### src/rtl/macarray_pkg.sv
// Shared constants and feeder state encoding for the 4x4 systolic MAC array front end.
package macarray_pkg;
    localparam int N     = 4;
    localparam int DW    = 4;
    localparam int L_4X4 = 7;
    localparam int L_3X3 = 5;

    typedef enum logic [2:0] {
        S_IDLE   = 3'd0,
        S_CLEAR  = 3'd1,
        S_FEED   = 3'd2,
        S_DRAIN  = 3'd3,
        S_COMMIT = 3'd4,
        S_DONE   = 3'd5
    } feeder_state_e;
endpackage

### src/rtl/macarray_skew_sel.sv
// Per-lane skew select: lane l at step t carries element t-l of its row/column, or zero outside [0,K).
module macarray_skew_sel
    import macarray_pkg::*;
(
    input  logic [1:0]        lane,
    input  logic [3:0]        step,
    input  logic [2:0]        k,
    input  logic [N*DW-1:0]   vec,
    output logic [DW-1:0]     operand
);

    logic [3:0] idx_s;

    // Select the diagonally delayed element for this lane
    always_comb begin
        idx_s   = step - {2'b00, lane};
        operand = 4'd0;
        if ((step >= {2'b00, lane}) && (idx_s < {1'b0, k})) begin
            operand = vec[idx_s[1:0]*DW +: DW];
        end else begin
            operand = 4'd0;
        end
    end

endmodule

### src/rtl/macarray_feeder.sv
// Operand sequencer for the 4x4 systolic MAC array: captures one A/B job, streams skewed
// operands, and sequences clr / enable / update_ready / done around the feed.
module macarray_feeder
    import macarray_pkg::*;
#(
    parameter int DRAIN_CYCLES = 4
) (
    input  logic         CLK,
    input  logic         RSTN,
    input  logic         start_valid,
    output logic         start_ready,
    input  logic         mode_3x3,
    input  logic [63:0]  a_mat,
    input  logic [63:0]  b_mat,
    input  logic         abort,
    output logic [3:0]   a_row0,
    output logic [3:0]   a_row1,
    output logic [3:0]   a_row2,
    output logic [3:0]   a_row3,
    output logic [3:0]   b_col0,
    output logic [3:0]   b_col1,
    output logic [3:0]   b_col2,
    output logic [3:0]   b_col3,
    output logic         clr,
    output logic [1:0]   enable,
    output logic         update_ready,
    output logic         busy,
    output logic         done
);

    feeder_state_e state_q, state_d, nxt_state_s;
    logic [3:0]    step_q, step_d;
    logic          mode_q, mode_d;
    logic [63:0]   a_q, a_d, b_q, b_d;

    logic [N-1:0][DW-1:0] a_row_q, a_row_d, b_col_q, b_col_d;
    logic [N-1:0][DW-1:0] a_sel_s, b_sel_s;
    logic                 clr_q, clr_d;
    logic [1:0]           enable_q, enable_d;
    logic                 update_ready_q, update_ready_d;
    logic                 busy_q, busy_d;
    logic                 done_q, done_d;
    logic                 start_ready_q, start_ready_d;

    logic       accept_s;
    logic [3:0] last_feed_s;
    logic [2:0] k_s;

    assign accept_s    = start_valid & start_ready_q;
    assign last_feed_s = mode_q ? 4'(L_3X3 - 1) : 4'(L_4X4 - 1);
    assign k_s         = mode_d ? 3'd3 : 3'd4;

    // Next-state, step counter and operand capture
    always_comb begin
        nxt_state_s = state_q;
        step_d      = step_q;
        mode_d      = mode_q;
        a_d         = a_q;
        b_d         = b_q;
        case (state_q)
            S_IDLE: begin
                if (accept_s) begin
                    nxt_state_s = S_CLEAR;
                    mode_d      = mode_3x3;
                    a_d         = a_mat;
                    b_d         = b_mat;
                end else begin
                    nxt_state_s = S_IDLE;
                end
            end
            S_CLEAR: begin
                nxt_state_s = S_FEED;
                step_d      = 4'd0;
            end
            S_FEED: begin
                if (step_q == last_feed_s) begin
                    nxt_state_s = S_DRAIN;
                    step_d      = 4'd0;
                end else begin
                    step_d      = step_q + 4'd1;
                end
            end
            S_DRAIN: begin
                if (step_q == 4'(DRAIN_CYCLES - 1)) begin
                    nxt_state_s = S_COMMIT;
                    step_d      = 4'd0;
                end else begin
                    step_d      = step_q + 4'd1;
                end
            end
            S_COMMIT: nxt_state_s = S_DONE;
            S_DONE:   nxt_state_s = S_IDLE;
            default:  nxt_state_s = S_IDLE;
        endcase
        state_d = (abort && (state_q != S_IDLE)) ? S_IDLE : nxt_state_s;
    end

    // Streams are driven from the next step so they line up with the registered state
    for (genvar i = 0; i < N; i++) begin : g_lane
        logic [N*DW-1:0] b_vec_s;
        for (genvar k = 0; k < N; k++) begin : g_col
            assign b_vec_s[k*DW +: DW] = b_d[(N*k + i)*DW +: DW];
        end
        macarray_skew_sel u_a_sel (
            .lane    (2'(i)),
            .step    (step_d),
            .k       (k_s),
            .vec     (a_d[i*N*DW +: N*DW]),
            .operand (a_sel_s[i])
        );
        macarray_skew_sel u_b_sel (
            .lane    (2'(i)),
            .step    (step_d),
            .k       (k_s),
            .vec     (b_vec_s),
            .operand (b_sel_s[i])
        );
    end

    // Output decode from the upcoming state
    always_comb begin
        clr_d          = (state_d == S_CLEAR);
        update_ready_d = (state_d == S_COMMIT);
        done_d         = (state_d == S_DONE);
        busy_d         = (state_d != S_IDLE);
        start_ready_d  = (state_d == S_IDLE);
        enable_d       = 2'b00;
        a_row_d        = 16'd0;
        b_col_d        = 16'd0;
        if ((state_d == S_CLEAR) || (state_d == S_FEED) ||
            (state_d == S_DRAIN) || (state_d == S_COMMIT)) begin
            enable_d = mode_d ? 2'b01 : 2'b11;
        end else begin
            enable_d = 2'b00;
        end
        for (int i = 0; i < N; i++) begin
            if ((state_d == S_FEED) && !(mode_d && (i == N - 1))) begin
                a_row_d[i] = a_sel_s[i];
                b_col_d[i] = b_sel_s[i];
            end else begin
                a_row_d[i] = 4'd0;
                b_col_d[i] = 4'd0;
            end
        end
    end

    // State, operand and output registers with synchronous active-low reset
    always_ff @(posedge CLK) begin
        if (!RSTN) begin
            state_q        <= S_IDLE;
            step_q         <= 4'd0;
            mode_q         <= 1'b0;
            a_q            <= 64'd0;
            b_q            <= 64'd0;
            a_row_q        <= 16'd0;
            b_col_q        <= 16'd0;
            clr_q          <= 1'b0;
            enable_q       <= 2'b00;
            update_ready_q <= 1'b0;
            busy_q         <= 1'b0;
            done_q         <= 1'b0;
            start_ready_q  <= 1'b0;
        end else begin
            state_q        <= state_d;
            step_q         <= step_d;
            mode_q         <= mode_d;
            a_q            <= a_d;
            b_q            <= b_d;
            a_row_q        <= a_row_d;
            b_col_q        <= b_col_d;
            clr_q          <= clr_d;
            enable_q       <= enable_d;
            update_ready_q <= update_ready_d;
            busy_q         <= busy_d;
            done_q         <= done_d;
            start_ready_q  <= start_ready_d;
        end
    end

    assign a_row0       = a_row_q[0];
    assign a_row1       = a_row_q[1];
    assign a_row2       = a_row_q[2];
    assign a_row3       = a_row_q[3];
    assign b_col0       = b_col_q[0];
    assign b_col1       = b_col_q[1];
    assign b_col2       = b_col_q[2];
    assign b_col3       = b_col_q[3];
    assign clr          = clr_q;
    assign enable       = enable_q;
    assign update_ready = update_ready_q;
    assign busy         = busy_q;
    assign done         = done_q;
    assign start_ready  = start_ready_q;

endmodule

### config.mk
export PLATFORM = sky130hd
export DESIGN_NAME = macarray_feeder
export DESIGN_NICKNAME = d
export VERILOG_FILES = /design/src/rtl/macarray_pkg.sv /design/src/rtl/macarray_skew_sel.sv /design/src/rtl/macarray_feeder.sv
export SDC_FILE = /design/constraint.sdc
export NUM_CORES = 1
export LEC_CHECK = 0
export ABC_AREA = 0
export CAP_MARGIN = 20
export CORE_AREA = 10 10 140 142
export CTS_CLUSTER_DIAMETER = 50
export DETAILED_ROUTE_END_ITERATION = 16
export DIE_AREA = 0 0 150 152
export GPL_ROUTABILITY_DRIVEN = 0
export PLACE_DENSITY = 0.86
export SYNTH_ARGS = -nofsm -noshare
export SYNTH_HDL_FRONTEND = slang
export SYNTH_SLANG_ARGS = --single-unit
### constraint.sdc
create_clock -name CLK -period 5.4 [get_ports CLK]
set_clock_uncertainty 0.1 [all_clocks]
set_input_delay 0.81 -clock CLK [delete_from_list [all_inputs] [get_ports CLK]]
set_output_delay 0.81 -clock CLK [all_outputs]
set_load 0.02 [all_outputs]
# After elaboration in Yosys (flattened, before gate mapping)
# Cells that the tools add are included.
# Widths: inputs -> output; s select.
[totals]
register_bits = 175
in_bits = 133
output_inout_bits = 39
wordCells = 87
[op_classes]
add_sub_neg = 4
order_cmp = 8
eq_ne = 11
n_shift = 8
mux = 17
bitwise = 1
reduce_logical = 19
[ops]
columns = ["operator", "count"]
rows = [
  ["$mux 64", 4],
  ["$shiftx 16x5->4", 8],
  ["$lt 4x3->1", 4],
  ["$pmux 3 s5", 1],
  ["$eq 3x2->1 const B", 4],
  ["$mux 3", 4],
  ["$pmux 4 s3", 1],
  ["$reduce_and 3->1", 4],
  ["$eq 3x3->1 const B", 3],
  ["$ge 4x1->1 const B", 2],
  ["$ge 4x2->1 const B", 2],
  ["$mux 4", 2],
  ["$sub 4x2->4 const B", 2],
  ["$eq 3x1->1 const B", 2],
  ["$logic_and 1x1->1", 6],
  ["$logic_not 3->1", 2],
  ["$reduce_bool 3->1", 2],
  ["$add 4x1->4 const B", 1],
  ["$eq 4x2->1 const B", 1],
  ["$eq 4x3->1", 1],
  ["$mux 2", 2],
  ["$sub 4x1->4 const B", 1],
  ["$logic_or 1x1->1", 3],
  ["$mux 1", 3],
  ["other kinds (3)", 3],
]

# Logic depth before layout (Yosys ltp)
[depth]
word_depth = 10
ltp_mapped = 14
depth_no_buf = 12

# Modules after synthesis
# Synthesis repeated with hierarchy kept, for this count alone.
[hier_totals]
cells_unflattened = 799
hier_area_um2 = 8954.8
[by_module_without_submodules]
columns = ["mod", "instances", "cells_each", "area_each_um2"]
rows = [
  ["macarray_feeder", 1, 567, 6702.7],
  ["macarray_skew_sel", 8, 29, 281.5],
]

# Least setup slack after synthesis
# OpenSTA, ideal clock, no wires.
[synth_path]
path_kind = "register to register"
start = "register step_q[1]"
end = "register b_col_q (netlist bit b_col3[2])"
setup_time_ns = 0.103
t_arrival_ns = 3.424
path_slack_ns = 1.773
stages_incl_launch_ff = 13
synth_period_minus_slack_ns = 3.627
cell_sequence = "dfxtp_1 ha_1 nor3b_2 or4_1 nand3_1 buf_2 buf_1 ha_1 ha_1 o21ai_0 nand4b_1 a311o_1 a2111oi_2"
[synth_between]
elab_chain_len = 7
word_cells_on_any_way = 18
cone_classes = "2 x add/sub; 2 x order compare; 3 x eq/ne; 1 x shift; 7 x mux; 3 x reduce/logical"
[synth_lines]
columns = ["element", "line", "source"]
rows = [
  ["start: declaration", "macarray_feeder.sv:32", "logic [3:0] step_q, step_d;"],
  ["start signal: assignment", "macarray_feeder.sv:165", "step_q <= step_d;"],
  ["$add 4x1->4 (tied with other cells)", "macarray_feeder.sv:80, macarray_feeder.sv:88", ""],
  ["$mux 4, on equally long branches", "macarray_feeder.sv:84, macarray_feeder.sv:76", ""],
  ["$pmux 4 s3 (*)", "macarray_feeder.sv:60", "case (state_q)"],
  ["net g_lane[0].u_a_sel.idx_s[1]", "macarray_skew_sel.sv:12", "logic [3:0] idx_s;"],
  ["$sub 4x2->4", "macarray_skew_sel.sv:16", "idx_s = step - {2'b00, lane};"],
  ["$lt 4x3->1", "macarray_skew_sel.sv:18", "if ((step >= {2'b00, lane}) && (idx_s < {1'b0, k})) begin"],
  ["$logic_and 1x1->1", "macarray_skew_sel.sv:18", ""],
  ["$reduce_and 3->1 (no line)", "-", ""],
  ["end signal: assignment", "macarray_feeder.sv:170", "b_col_q <= b_col_d;"],
  ["end: declaration", "macarray_feeder.sv:36", "logic [N-1:0][DW-1:0] a_row_q, a_row_d, b_col_q, b_col_d;"],
]
# Mark *: on every way through the listed nets, which the timed path passes. The rest lies on a longest branch.
# A chain may end at the register's enable or synchronous reset.

# Worst setup path in the final report
[layout_path]
start = "register step_q[0]"
end = "register b_col_q (netlist bit b_col3[0])"
[layout_between]
elab_chain_len = 7
word_cells_on_any_way = 18
cone_classes = "2 x add/sub; 2 x order compare; 3 x eq/ne; 1 x shift; 7 x mux; 3 x reduce/logical"
[layout_lines]
columns = ["element", "line", "source"]
rows = [
  ["$add 4x1->4 (tied with other cells)", "macarray_feeder.sv:80, macarray_feeder.sv:88", ""],
  ["$mux 4 (tied with other cells)", "macarray_feeder.sv:84", "if (step_q == 4'(DRAIN_CYCLES - 1)) begin"],
  ["$pmux 4 s3 / $pmux 3 s5 (equally long branches)", "macarray_feeder.sv:60", ""],
  ["$sub 4x2->4 / $mux 3 (equally long branches)", "macarray_skew_sel.sv:16, macarray_feeder.sv:95", ""],
  ["$lt 4x3->1 / $eq 3x2->1 (equally long branches)", "macarray_skew_sel.sv:18, macarray_feeder.sv:137", ""],
  ["$logic_and 1x1->1, on equally long branches", "macarray_skew_sel.sv:18, macarray_feeder.sv:137", ""],
  ["$reduce_and 3->1 (no line)", "-", ""],
]
# Several ways; a longest one is shown, not always the timed one.

==> impl_metrics.toml <==
[status]
status = "complete, no violations"

[worst_setup_path]
crit_path_max_fanout = 33
crit_top_cell = "ha_1"
critPathLaunchType = "flip-flop"
cp-end-kind = "flip-flop"
critPathArrivalTime_ns = 4.59
crit_buf_inv = 1
critPathSlowestCell = "ha_1"
crit_chain = "ha_1 > nor3b_2 > nor2_2 > nor2_2 > buf_4 > o21ai_2 > ha_1 > ha_1 > o21ai_0 > nand4b_1 > a311o_1 > nor4_1"
critPathKind = "flip-flop to flip-flop"
critPathMaxStageDelay_ns = 0.67
cpLargestDelayFamily = "adder cells"
critical_path_required_ns = 5.62

[grt]
grtUsageTotal_pct = 25.3
grt_pass1_wl_mm = 48.4
grt_pass1_vias = 9649
grt_max_degree = 99
antenna_found_initial = 0
overflow = 0

[synth]
synth_edf_count = 0
synth_area_per_cell_um2 = 7.25
yosys_warnings = 0
synth_nets = 1471
synth_top_area_share_pct = 36.6
ys_seq_area_share_pct = 36.6
synthTopCellsByArea = "dfxtp_1 (37%), nand2_1 (17%), a21oi_1 (8.9%)"
async_flop_share_pct = 0
ys_types = 60
netlist_area_um2 = 9580
synth-main-ff-cell = "dfxtp_1"
yosys.area.top_type = "dfxtp_1"
synth_cells = 1322
ys_ff_latch = 175

[timing]
period_minus_slack_ns = 4.37
slew_headroom_pct = 29.4
timing_hold_violations_final = 0
worst_slack_ns = 1.03
tns_ns = 0
grt_setup_unrepaired = "false"
fin_crit_sh_pct = 81.0
max_freq_ghz = 0.229
setup_viol = 0
worstMarginPinSlew_ns = 1.06
slew_violations = 0

[die]
initial_core_util_pct = 56.6
core_um2 = 16900
rows = 48
die_area_um2 = 22800
die_h_um = 152
ios = 172
die_w_um = 150

[clocking]
cts_tree = "built"
cts.repair.resized = 0
cts-root-buf = "clkbuf_16"
cts_sinks = 175
clockBufferDepth = 2
postCtsHoldBufs = 0
post_cts_buffers = 0
ctsHtreeMaxLevel = 4
clock_latency_ns = 0.43
cts_buffers = 17
path_clk_slew_ns = 0.07

[routing]
first_pass_iters = 6
drtIter0Drc = 1137
route.antenna.remaining_nets = 0
via_count = 10400
via_per_inst = 6.27
drc_errors = 0
wl_per_cell_um = 18.6
drt_wl_total_mm = 30.7

[pwr]
power_density_nw_per_um2 = 269
p_total_mw = 3.21
peakVddDrop_v = 0.000252
power_leakage_nw = 4.25

[place]
io_buffers = 171
place_ws_ns = 1.14
hpwl_mm = 20.2

[layout]
drive_above_1_share_pct = 6.44
diodes = 0
mostFrequentLayoutCells = "nand2_1 (432), dfxtp_1 (174), a21oi_1 (171), clkdlybuf4s50_1 (171), a31oi_1 (63)"
num-fill-cells = 1345
syn_to_final_growth_pct = 24.2
final_common_cell = "nand2_1"
nets = 1566
multi_input_area_um2 = 5630
register_area_um2 = 3510
fin_util_pct = 70.3

[min_path]
hold_class = "flip-flop to flip-flop"

[job]
cap_violations = 0
==> layer usage <==
metal / routed length [µm] / share of wire [%] / GRT usage (%) / up-vias
li1: - / - / - / 4882
met1: 12200 / 40 / 32.6 / 4829
met2: 14700 / 48 / 40.9 / 601
met3: 2960 / 9.6 / 4.63 / 65
met4: 772 / 2.5 / 9.91 / 0
met5: 0 / 0 / 0 / -
==> worst min-delay path, stage by stage, from the launching register on <==
cell	delay [ns]
dfxtp_1	0.31
nand2_1	0.05
a21oi_1	0.05
==> cell families after synthesis <==
group                      count (synthesis)  share of synthesized area [%]
adders and majority gates                 16                           2.09
muxes                                     39                           4.32
buffers and inverters                    123                           5.07
DFF                                      175                           36.6
and+or+nand+nor                          569                           25.5
xor gates and xnor gates                   7                          0.640
AOI/OAI and AO/OA                        393                           25.8
==> cell type report <==
type | instances | area share [%]
Clock buffer | 19 | 3.72
Clock inverter | 12 | 1.16
Inverter | 9 | 0.305
Multi-Input combinational cell | 1024 | 47.3
Sequential cell | 175 | 29.5
Tap cell | 225 | 2.37
Timing Repair Buffer | 190 | 15.7
==> cell usage after synthesis, types with 4 or more instances <==
| master | number |
|---|---|
| nand2_1 | 432 |
| dfxtp_1 | 175 |
| a21oi_1 | 171 |
| clkbuf_1 | 91 |
| a31oi_1 | 63 |
| and3_1 | 45 |
| a2111oi_0 | 33 |
| o21ai_0 | 33 |
| nand3_1 | 29 |
| a211oi_1 | 22 |
| nor2_1 | 21 |
| mux2i_1 | 20 |
| mux2_2 | 19 |
| a22oi_1 | 16 |
| buf_2 | 16 |
| ha_1 | 16 |
| a221oi_1 | 11 |
| a311oi_1 | 8 |
| inv_1 | 8 |
| o211ai_1 | 8 |
| a211o_1 | 7 |
| buf_1 | 6 |
| nor2b_1 | 6 |
| nor3_1 | 5 |
| xnor2_1 | 5 |
| nand4_1 | 4 |
| nor4_1 | 4 |
==> worst paths after layout <==
path                        start              endpoint  slack (ns)  cells after the start
min            a_q[22]$_SDFF_PN0_    a_q[22]$_SDFF_PN0_        0.35                      2
min reg2reg    a_q[22]$_SDFF_PN0_    a_q[22]$_SDFF_PN0_        0.35                      2
max          step_q[0]$_SDFF_PN0_  b_col3[0]$_SDFF_PN0_        1.03                     12
max reg2reg  step_q[0]$_SDFF_PN0_  b_col3[0]$_SDFF_PN0_        1.03                     12
==> through the flow <==
stage | hold WS (ns) | instance area (µm²) | instances
after floorplan | 0.332 | 9580 | 1322
after global placement | 0.339 | 11300 | 1622
after detailed placement | 0.347 | 11300 | 1622
after CTS | 0.356 | 11900 | 1653
after global routing | 0.378 | 11900 | 1654
final | 0.354 | 11900 | 1654
==> registers in the layout (all words and copies together) (netlist names) <==
register and count:
a_q 64, a_row0 4, a_row1 4, a_row2 4
a_row3 4, b_col0 4, b_col1 4, b_col2 4
b_col3 4, b_q 64, busy 1, clr 1
done 1, enable 2, mode_q 1, start_ready 1
state_q 3, step_q 4, update_ready 1
==> where the power goes <==
group	leakage [nW]	internal [mW]	switching (mW)
Sequential	1.42	1.35	0.0458
Clock	0.268	0.694	0.534
Combinational	2.55	0.241	0.344
(Power assumes the default switching activity.)
